**src/rtl/ultrasonic_ranger_mc_pkg.sv**
```systemverilog
// Shared types and default 50 MHz timing for the multi-channel ultrasonic ranger.
// Also provides the channel-index width helper used by the top's port list.
package ultrasonic_ranger_mc_pkg;

    typedef enum logic [2:0] {
        S_IDLE,
        S_TRIG,
        S_WAIT_RISE,
        S_MEASURE,
        S_GAP
    } state_e;

    localparam int DEF_CHANNELS       = 4;
    localparam int DEF_RANGE_WIDTH    = 24;
    localparam int DEF_TRIG_CYCLES    = 500;
    localparam int DEF_TIMEOUT_CYCLES = 1900000;
    localparam int DEF_GAP_CYCLES     = 250000;

    // A single sensor still needs a 1-bit channel field.
    function automatic int chan_width(input int n);
        return (n > 1) ? $clog2(n) : 1;
    endfunction

endpackage

```
**src/rtl/ultrasonic_ranger_mc_echo_sync_edge.sv**
```systemverilog
// Two-flop synchronizer for one asynchronous echo line, plus rise/fall pulses
// taken from the synchronized level.
module echo_sync_edge (
    input  logic clk_i,
    input  logic rst_i,
    input  logic echo_i,
    output logic level_o,
    output logic rise_o,
    output logic fall_o
);

    logic meta_q;
    logic sync_q;
    logic prev_q;

    always_ff @(posedge clk_i) begin
        if (rst_i) begin
            meta_q <= 1'b0;
            sync_q <= 1'b0;
            prev_q <= 1'b0;
        end else begin
            meta_q <= echo_i;
            sync_q <= meta_q;
            prev_q <= sync_q;
        end
    end

    assign level_o = sync_q;
    assign rise_o  = sync_q & ~prev_q;
    assign fall_o  = ~sync_q & prev_q;

endmodule

```
**src/rtl/ultrasonic_ranger_mc.sv**
```systemverilog
// Round-robin controller: triggers one sensor at a time, times its echo pulse
// in clock cycles and publishes a per-channel range with a one-cycle strobe.
module ultrasonic_ranger_mc
    import ultrasonic_ranger_mc_pkg::*;
#(
    parameter int CHANNELS       = DEF_CHANNELS,
    parameter int RANGE_WIDTH    = DEF_RANGE_WIDTH,
    parameter int TRIG_CYCLES    = DEF_TRIG_CYCLES,
    parameter int TIMEOUT_CYCLES = DEF_TIMEOUT_CYCLES,
    parameter int GAP_CYCLES     = DEF_GAP_CYCLES
) (
    input  logic                               clk_i,
    input  logic                               rst_i,
    input  logic                               enable_i,
    input  logic [CHANNELS-1:0]                echo_i,
    output logic [CHANNELS-1:0]                trigger_o,
    output logic [CHANNELS*RANGE_WIDTH-1:0]    range_o,
    output logic                               result_valid_o,
    output logic [chan_width(CHANNELS)-1:0]    result_chan_o,
    output logic                               result_timeout_o,
    output logic                               busy_o
);

    localparam int CW = chan_width(CHANNELS);
    localparam int TW = $clog2(TRIG_CYCLES + 1);
    localparam int OW = $clog2(TIMEOUT_CYCLES + 1);
    localparam int GW = $clog2(GAP_CYCLES + 1);

    logic [CHANNELS-1:0] level_w;
    logic [CHANNELS-1:0] rise_w;
    logic [CHANNELS-1:0] fall_w;

    for (genvar g = 0; g < CHANNELS; g++) begin : g_sync
        echo_sync_edge u_sync (
            .clk_i   (clk_i),
            .rst_i   (rst_i),
            .echo_i  (echo_i[g]),
            .level_o (level_w[g]),
            .rise_o  (rise_w[g]),
            .fall_o  (fall_w[g])
        );
    end

    state_e                          state_q;
    logic [CW-1:0]                   ch_q;
    logic [TW-1:0]                   trig_cnt_q;
    logic [OW-1:0]                   tmo_q;
    logic [GW-1:0]                   gap_cnt_q;
    logic [RANGE_WIDTH-1:0]          width_q;
    logic [CHANNELS-1:0]             trigger_q;
    logic [CHANNELS*RANGE_WIDTH-1:0] range_q;
    logic                            result_valid_q;
    logic [CW-1:0]                   result_chan_q;
    logic                            result_timeout_q;

    logic                   sel_level;
    logic                   sel_rise;
    logic                   sel_fall;
    logic [CW-1:0]          ch_d;
    logic [OW-1:0]          tmo_d;
    logic                   tmo_hit;
    logic [RANGE_WIDTH-1:0] width_d;

    assign sel_level = level_w[ch_q];
    assign sel_rise  = rise_w[ch_q];
    assign sel_fall  = fall_w[ch_q];
    assign ch_d      = (ch_q == CW'(CHANNELS - 1)) ? '0 : ch_q + 1'b1;
    assign tmo_d     = tmo_q + 1'b1;
    assign tmo_hit   = (tmo_d == OW'(TIMEOUT_CYCLES));
    assign width_d   = (width_q == '1) ? width_q : width_q + 1'b1;

    // The rise cycle already counts as one high cycle, so the width starts at 1
    // and the latched result matches the raw pulse length exactly.
    always_ff @(posedge clk_i) begin
        if (rst_i) begin
            state_q          <= S_IDLE;
            ch_q             <= '0;
            trig_cnt_q       <= '0;
            tmo_q            <= '0;
            gap_cnt_q        <= '0;
            width_q          <= '0;
            trigger_q        <= '0;
            range_q          <= '0;
            result_valid_q   <= 1'b0;
            result_chan_q    <= '0;
            result_timeout_q <= 1'b0;
        end else begin
            result_valid_q <= 1'b0;
            case (state_q)
                S_IDLE: begin
                    if (enable_i) begin
                        state_q    <= S_TRIG;
                        trig_cnt_q <= '0;
                        trigger_q  <= CHANNELS'(1) << ch_q;
                    end
                end
                S_TRIG: begin
                    if (trig_cnt_q == TW'(TRIG_CYCLES - 1)) begin
                        state_q   <= S_WAIT_RISE;
                        trigger_q <= '0;
                        tmo_q     <= '0;
                    end else begin
                        trig_cnt_q <= trig_cnt_q + 1'b1;
                    end
                end
                S_WAIT_RISE: begin
                    tmo_q <= tmo_d;
                    if (tmo_hit) begin
                        range_q[ch_q*RANGE_WIDTH +: RANGE_WIDTH] <= '1;
                        result_valid_q   <= 1'b1;
                        result_timeout_q <= 1'b1;
                        result_chan_q    <= ch_q;
                        gap_cnt_q        <= '0;
                        state_q          <= S_GAP;
                    end else if (sel_rise) begin
                        width_q <= RANGE_WIDTH'(1);
                        state_q <= S_MEASURE;
                    end
                end
                S_MEASURE: begin
                    tmo_q <= tmo_d;
                    if (tmo_hit) begin
                        range_q[ch_q*RANGE_WIDTH +: RANGE_WIDTH] <= '1;
                        result_valid_q   <= 1'b1;
                        result_timeout_q <= 1'b1;
                        result_chan_q    <= ch_q;
                        gap_cnt_q        <= '0;
                        state_q          <= S_GAP;
                    end else if (sel_fall) begin
                        range_q[ch_q*RANGE_WIDTH +: RANGE_WIDTH] <= width_q;
                        result_valid_q   <= 1'b1;
                        result_timeout_q <= 1'b0;
                        result_chan_q    <= ch_q;
                        gap_cnt_q        <= '0;
                        state_q          <= S_GAP;
                    end else if (sel_level) begin
                        width_q <= width_d;
                    end
                end
                S_GAP: begin
                    if (gap_cnt_q == GW'(GAP_CYCLES - 1)) begin
                        ch_q <= ch_d;
                        if (enable_i) begin
                            state_q    <= S_TRIG;
                            trig_cnt_q <= '0;
                            trigger_q  <= CHANNELS'(1) << ch_d;
                        end else begin
                            state_q <= S_IDLE;
                        end
                    end else begin
                        gap_cnt_q <= gap_cnt_q + 1'b1;
                    end
                end
                default: begin
                    state_q   <= S_IDLE;
                    trigger_q <= '0;
                end
            endcase
        end
    end

    assign trigger_o        = trigger_q;
    assign range_o          = range_q;
    assign result_valid_o   = result_valid_q;
    assign result_chan_o    = result_chan_q;
    assign result_timeout_o = result_timeout_q;
    assign busy_o           = (state_q != S_IDLE);

endmodule

```
**config.mk**
```make
export PLATFORM = sky130hd
export DESIGN_NAME = ultrasonic_ranger_mc
export DESIGN_NICKNAME = d
export VERILOG_FILES = /design/src/rtl/ultrasonic_ranger_mc_pkg.sv /design/src/rtl/ultrasonic_ranger_mc_echo_sync_edge.sv /design/src/rtl/ultrasonic_ranger_mc.sv
export SDC_FILE = /design/constraint.sdc
export NUM_CORES = 1
export LEC_CHECK = 0
export ABC_AREA = 1
export BUFFER_PORTS_ARGS = -buffer_cell sky130_fd_sc_hd__clkbuf_2
export CORE_ASPECT_RATIO = 1.5
export CORE_UTILIZATION = 32
export CTS_CLUSTER_DIAMETER = 50
export DETAILED_ROUTE_END_ITERATION = 10
export GPL_TIMING_DRIVEN = 0
export MAX_ROUTING_LAYER = met4
export PLACE_DENSITY = 0.47
export REMOVE_ABC_BUFFERS = 1
export SYNTH_ARGS = -nofsm -noshare
export SYNTH_HDL_FRONTEND = slang
export SYNTH_SLANG_ARGS = --single-unit
```
**constraint.sdc**
```tcl
create_clock -name clk_i -period 4 [get_ports clk_i]
set_input_delay 0.8 -clock clk_i [delete_from_list [all_inputs] [get_ports clk_i]]
set_output_delay 0.8 -clock clk_i [all_outputs]
set_load 0.03 [all_outputs]
```
---- Word level (Yosys, flattened, before mapping) ----
Index checks and enable logic that the tools add are counted.
cells by class
  add/sub/neg operators ................... 6
  $mul .................................... 1
  div/mod/pow operators ................... 0
  order comparisons ....................... 1
  equal/unequal tests ..................... 24
  shift-type cells ........................ 5
  muxes and demuxes ....................... 57
  bitwise logic cells ..................... 17
  reduce and logical (&&, ||, !) cells .... 15
operators by type and width
  operator                                                       count
  two-way mux 96 bit                                             3
  bitwise mux 96 bit                                             2
  case mux 96 bit (2 select lines)                               1
  two-way mux 24 bit                                             6
  variable shift 24 x 34 -> 96 bit (first input constant)        1
  variable part select 24 x 34 -> 96 bit                         1
  variable part select 24 x 34 -> 96 bit (first input constant)  1
  two-way mux 18 bit                                             4
  case mux 18 bit (3 select lines)                               1
  case mux 24 bit (2 select lines)                               1
  case mux 21 bit (2 select lines)                               1
  negation 7 -> 34 bit                                           1
  two-way mux 9 bit                                              3
  case mux 9 bit (3 select lines)                                1
  inequality test 2 bit (second input constant)                  13
  adder 24 x 1 -> 24 bit (second input constant)                 1
  == test 24 bit (second input constant)                         1
  adder 21 x 1 -> 21 bit (second input constant)                 1
  == test 21 bit (second input constant)                         1
  two-way mux 21 bit                                             1
  two-way mux 3 bit                                              7
  adder 18 x 1 -> 18 bit (second input constant)                 1
  == test 18 bit (second input constant)                         1
  two-way mux 4 bit                                              4
  other kinds (29)                                               68
storage, ports and cells
  register bits ........................... 193
  bits in latches ......................... 0
  bits in writable memories ............... 0
  memory bits (read-only) ................. 0
  input port bits ......................... 7
  output and inout port bits .............. 105
  logic and storage cells ................. 149
  memories ................................ 0

---- Logic depth before layout (Yosys ltp) ----
  word-level depth ........................ 7
  depth in mapped cells ................... 19

---- By module ----
From an unflattened synthesis, not the netlist that was laid out.
second synthesis, totals
  cell total of the unflattened synthesis .. 2,208
  area, all modules ....................... 12,630.9 um^2
by module, submodules not included
  module                times used  cells an instance  area an instance (um^2)  seq. area each (um^2)
  ultrasonic_ranger_mc  1           2,160              12,255.5                 3,623.5
  echo_sync_edge        4           12                 93.8                     60.1

---- Worst setup path after synthesis ----
OpenSTA, ideal clock, no wires.
  path type ............................... register to register
  start ................................... register ch_q[0]
  end ..................................... register range_q[83], in the netlist range_o[83]
  library setup time ...................... 64 ps
  arrival time ............................ 2,908 ps
  data required time ...................... 3,936 ps
  path slack .............................. 1,028 ps
  stages on the path, launching flop included .. 14
  path buffers ............................ 4
  clock period less this slack ............ 2,972 ps
  cell sequence ........................... dfxtp_1 > inv_1 > clkbuf_1 > clkbuf_1 > clkbuf_1 > ha_1 > xnor2_1 > nand3_1 > inv_1 > clkbuf_1 > nand2_1 > nand2_2 > a21oi_1 > nor2_1
between the ends
  cells in the longest elaborated chain, start to end .. 7
  elaborated cells between the ends (all ways) .. 15
  classes of those cells .................. add/sub (1); mul (1); eq/ne (1); shift (3); mux (8); reduce/logical (1)
ends and longest elaborated chain
  element                                                                                     RTL line                                                                               source
  start, declared                                                                             ultrasonic_ranger_mc.sv:45                                                             logic [CW-1:0] ch_q;
  start signal, assigned                                                                      ultrasonic_ranger_mc.sv:142                                                            ch_q <= ch_d;
  multiplier 2 x 2 -> 4 bit                                                                   ultrasonic_ranger_mc.sv:109, ultrasonic_ranger_mc.sv:123, ultrasonic_ranger_mc.sv:130
  negation 7 -> 34 bit                                                                        ultrasonic_ranger_mc.sv:109, ultrasonic_ranger_mc.sv:123, ultrasonic_ranger_mc.sv:130
  variable part select 24 x 34 -> 96 bit or variable shift 24 x 34 -> 96 bit (tied branches)  ultrasonic_ranger_mc.sv:130, ultrasonic_ranger_mc.sv:109, ultrasonic_ranger_mc.sv:123
  bitwise mux 96 bit                                                                          ultrasonic_ranger_mc.sv:130                                                            range_q[ch_q*RANGE_WIDTH +: RANGE_WIDTH] <= width_q;
  two-way mux 96 bit                                                                          ultrasonic_ranger_mc.sv:129                                                            end else if (sel_fall) begin
  two-way mux 96 bit                                                                          ultrasonic_ranger_mc.sv:122                                                            if (tmo_hit) begin
  case mux 96 bit (2 select lines)                                                            ultrasonic_ranger_mc.sv:89                                                             case (state_q)
  end signal, assigned by index                                                               ultrasonic_ranger_mc.sv:130
  end, declared                                                                               ultrasonic_ranger_mc.sv:51                                                             logic [CHANNELS*RANGE_WIDTH-1:0] range_q;
Several ways; a longest one is shown, not always the timed one. The select of a mux whose other input is x is not followed.
A chain may end at the register's enable or synchronous reset.

---- Worst setup path after layout ----
  start ................................... register ch_q[0]
  end ..................................... register range_q[63], in the netlist range_o[63]
The elaborated chain is that of the path after synthesis.

==> impl_metrics.toml <==
[timing]
tns_ns = 0
max_freq_ghz = 0.273
rsz0062_at_grt = "false"
min_period_ns = 3.66
hold_viol = 0
finalCritPeriodShare = 0.916
setup_viol = 0
finalWorstSetupSlack_ns = 0.338
slew-limit-headroom = 0.168
fin_skew_ns = 0.0137
tightest_slew_ns = 1.25
maxSlewViolCount = 0

[cts]
root_buffer = "clkbuf_16"
cts_tree = "done"
htreeDepth = 4
clk-insertion-delay-late_ns = 0.47
cts_buffer_depth = 2
ctsHoldBuffers = 0
clkTransAtPathRegs_ns = 0.08
cts_sinks = 193
cts_buffers = 17

[synth]
synthCells = 2036
synth-edff-count = 0
synth.most_common_cell = "nand2_1"
ys_ff_latch = 193
synth.top_cells.by_area = "dfxtp_1, nand2_1, nor2_1"
synth_flop_cell = "dfxtp_1"
yosysWarningCount = 0
yosysUniqueCellTypes = 42
syn_avg_cell_area_um2 = 5.96
syn_area_mm2 = 0.0121
synth_common_cells = "nand2_1, nor2_1, inv_1"
synth_largest_area_cell = "dfxtp_1"
yosysSeqAreaShare = 0.318
async_flop_share = 0
netlist.area_leader.share = 0.318

[critical_path]
r2r-start = "ch_q[0]"
crit_required_ns = 4.40
crit_fanout = 35
startpoint_type = "register"
regToRegSetupSlack_ns = 0.34
cp.arrival_ns = 4.07
crit_start = "ch_q[0]"
max_stage_delay_ns = 0.60
reg2reg_to = "range_o[63]"
reg2regPathDepth = 13
criticalPathCategory = "register to register"
crit_top_cell = "nand2_1"
critical-path-slowest-cell = "dfxtp_4"
path_cells = "clkinvlp_4 > ha_2 > nand2_1 > nand2_2 > clkinvlp_4 > buf_4 > o21ai_0 > nand2_1 > nand3_1 > nand2_1 > nand2_1 > nand2_1 > nor2_1"
crit_family = "simple AND/OR/NAND/NOR gates"
crit_buf_inv = 3
critPathCaptureType = "register"

[hold_path]
hold_start = "g_sync[0].u_sync.meta_q"
hold-path-cell-count = 2
min_path_type = "register to register"
min_to = "g_sync[0].u_sync.level_o"

[floorplanning]
io_pins = 112
dieArea_mm2 = 0.0387
die_w_um = 161
num_rows = 87
start_util = 0.324
die_y_um = 240
core_area_mm2 = 0.0374

[finish]
antennaDiodeCount = 0
regArea_mm2 = 0.00387
nFillCells = 4272
areaGrowthSynthToFinish_pct = 11.3
drive_above_1_share = 0.110
nNetsFinal = 2085
multi_input_area_mm2 = 0.00684

[routing]
wl_um = 39200
vias_per_cell = 4.88
num_vias = 12600
drc = 0
wl_per_cell_um = 15.3
drt-initial-drc-count = 755
ant_nets = 0
dr.pass1.iters = 6

[grt]
grt_max_degree = 95
grt.overflow.total = 0
grt_pass1_wl_um = 62700
antenna_found_initial = 0
grtUsageTotal = 0.212
grt_pass1_vias = 11800

[flow_run]
maxCapViolations = 0

[placed_design]
place_congestion = 0.895
hpwl_um = 27400
pre_cts_slack_ns = -1.43
numPortBuffers = 111

[power]
powerDensity_mw_per_mm2 = 450
peakVddDrop_mv = 0.218
p_leak_nw = 6.00

[run_status]
outcome = "complete, no violations"
-- cells by family after synthesis --
kind of cell | synth area share
AND/OR/NAND/NOR | 0.441
buffers and inverters | 0.122
AO/OA/AOI/OAI | 0.108
flip-flops | 0.318
adder cells (fa/ha/maj) | 0.00928
XOR/XNOR | 0.00217
-- flip-flops by register name, indices dropped and copies added, names as in the netlist --
signal,count
ch_q,2
g_sync.u_sync.level_o,4
g_sync.u_sync.meta_q,4
g_sync.u_sync.prev_q,4
gap_cnt_q,18
range_o,96
result_chan_o,2
result_timeout_o,1
result_valid_o,1
state_q,3
tmo_q,21
trig_cnt_q,9
trigger_o,4
width_q,24
-- final cells by class --
class                   count  share of cell area
repair buffers            120              0.0505
clock buffers              17              0.0315
well taps                 489              0.0453
repair inverters            2            0.000741
inverters                 232              0.0662
flip-flops and latches    193               0.286
clock inverters            15              0.0127
multi-input cells        1503               0.507
-- how the worst max path moves through the flow --
stage               cells past startpoint     endpoint  slack, ns
floorplan                               9  range_o[85]      -0.66
global placement                        9  range_o[38]      -3.55
detailed placement                     11  range_o[57]      -1.43
CTS                                    11  range_o[92]       0.20
global route                           12   range_o[4]       0.04
finish                                 13  range_o[63]       0.34
-- stage by stage --
| stage | power [mW] | cells | utilization | cell area, µm² | hold WS [ns] |
|---|---|---|---|---|---|
| global route | 6.52 | 2571 | 0.360 | 13500 | 0.422 |
| CTS | 6.17 | 2568 | 0.359 | 13500 | 0.409 |
| floorplan | 3.62 | 1928 | - | 11500 | 0.388 |
| global placement | 4.26 | 2528 | 0.339 | 12700 | 0.401 |
| finish | 6.08 | 2571 | 0.360 | 13500 | 0.405 |
| detailed placement | 4.32 | 2534 | 0.343 | 12800 | 0.398 |
-- worst reg2reg max path, cell delays in order (launching register included) --
cell and delay [ns]:
dfxtp_4 0.60, clkinvlp_4 0.41, ha_2 0.60, nand2_1 0.22
nand2_2 0.47, clkinvlp_4 0.17, buf_4 0.19, o21ai_0 0.47
nand2_1 0.10, nand3_1 0.12, nand2_1 0.07, nand2_1 0.06
nand2_1 0.05, nor2_1 0.09
-- cells in the final DEF, fill, tap and decap left out, types with 3 or more instances in the layout --
master,synthesis,final
or2_2,10,10
buf_8,0,3
inv_6,0,7
nor4_1,4,4
nor3b_1,9,9
nor2_1,275,273
nand3_2,11,11
nand2_4,7,6
o211ai_1,6,6
nand2_2,12,13
dfxtp_1,193,192
nor2_4,6,7
buf_4,3,3
clkbuf_2,1,111
nand3b_1,5,5
o21ai_1,9,9
nand3_1,176,176
o21ai_0,65,64
o21bai_1,3,3
nor3_1,26,24
nand2_1,669,668
a21oi_1,126,126
nand4_1,26,26
o32ai_1,3,3
inv_1,225,223
clkbuf_16,0,17
a31oi_1,5,5
nor2_2,7,8
clkinvlp_4,0,6
ha_1,9,8
a21oi_2,3,3
o22ai_1,21,21
-- timing repair --
item                       4_1_cts  5_1_grt
setup endpoints to repair      131       95
resized for setup                6        5
setup buffers                    0        3
gates cloned                     2        0
pin swaps                        0        0
-- routing by layer --
layer	GRT usage	part of all wire	wire length, µm
met3	0.0214	0.030	1180
met1	0.238	0.43	16800
met2	0.376	0.51	19900
met4	0.102	0.035	1380
met5	-	0	0
-- power breakdown --
part           total (mW)  switching [mW]  leakage, nW  internal, mW
clock                1.82           0.879        0.285         0.941
combinational        1.85            1.29         4.16         0.555
sequential           2.41           0.307         1.56          2.11
(Power assumes the default switching activity.)
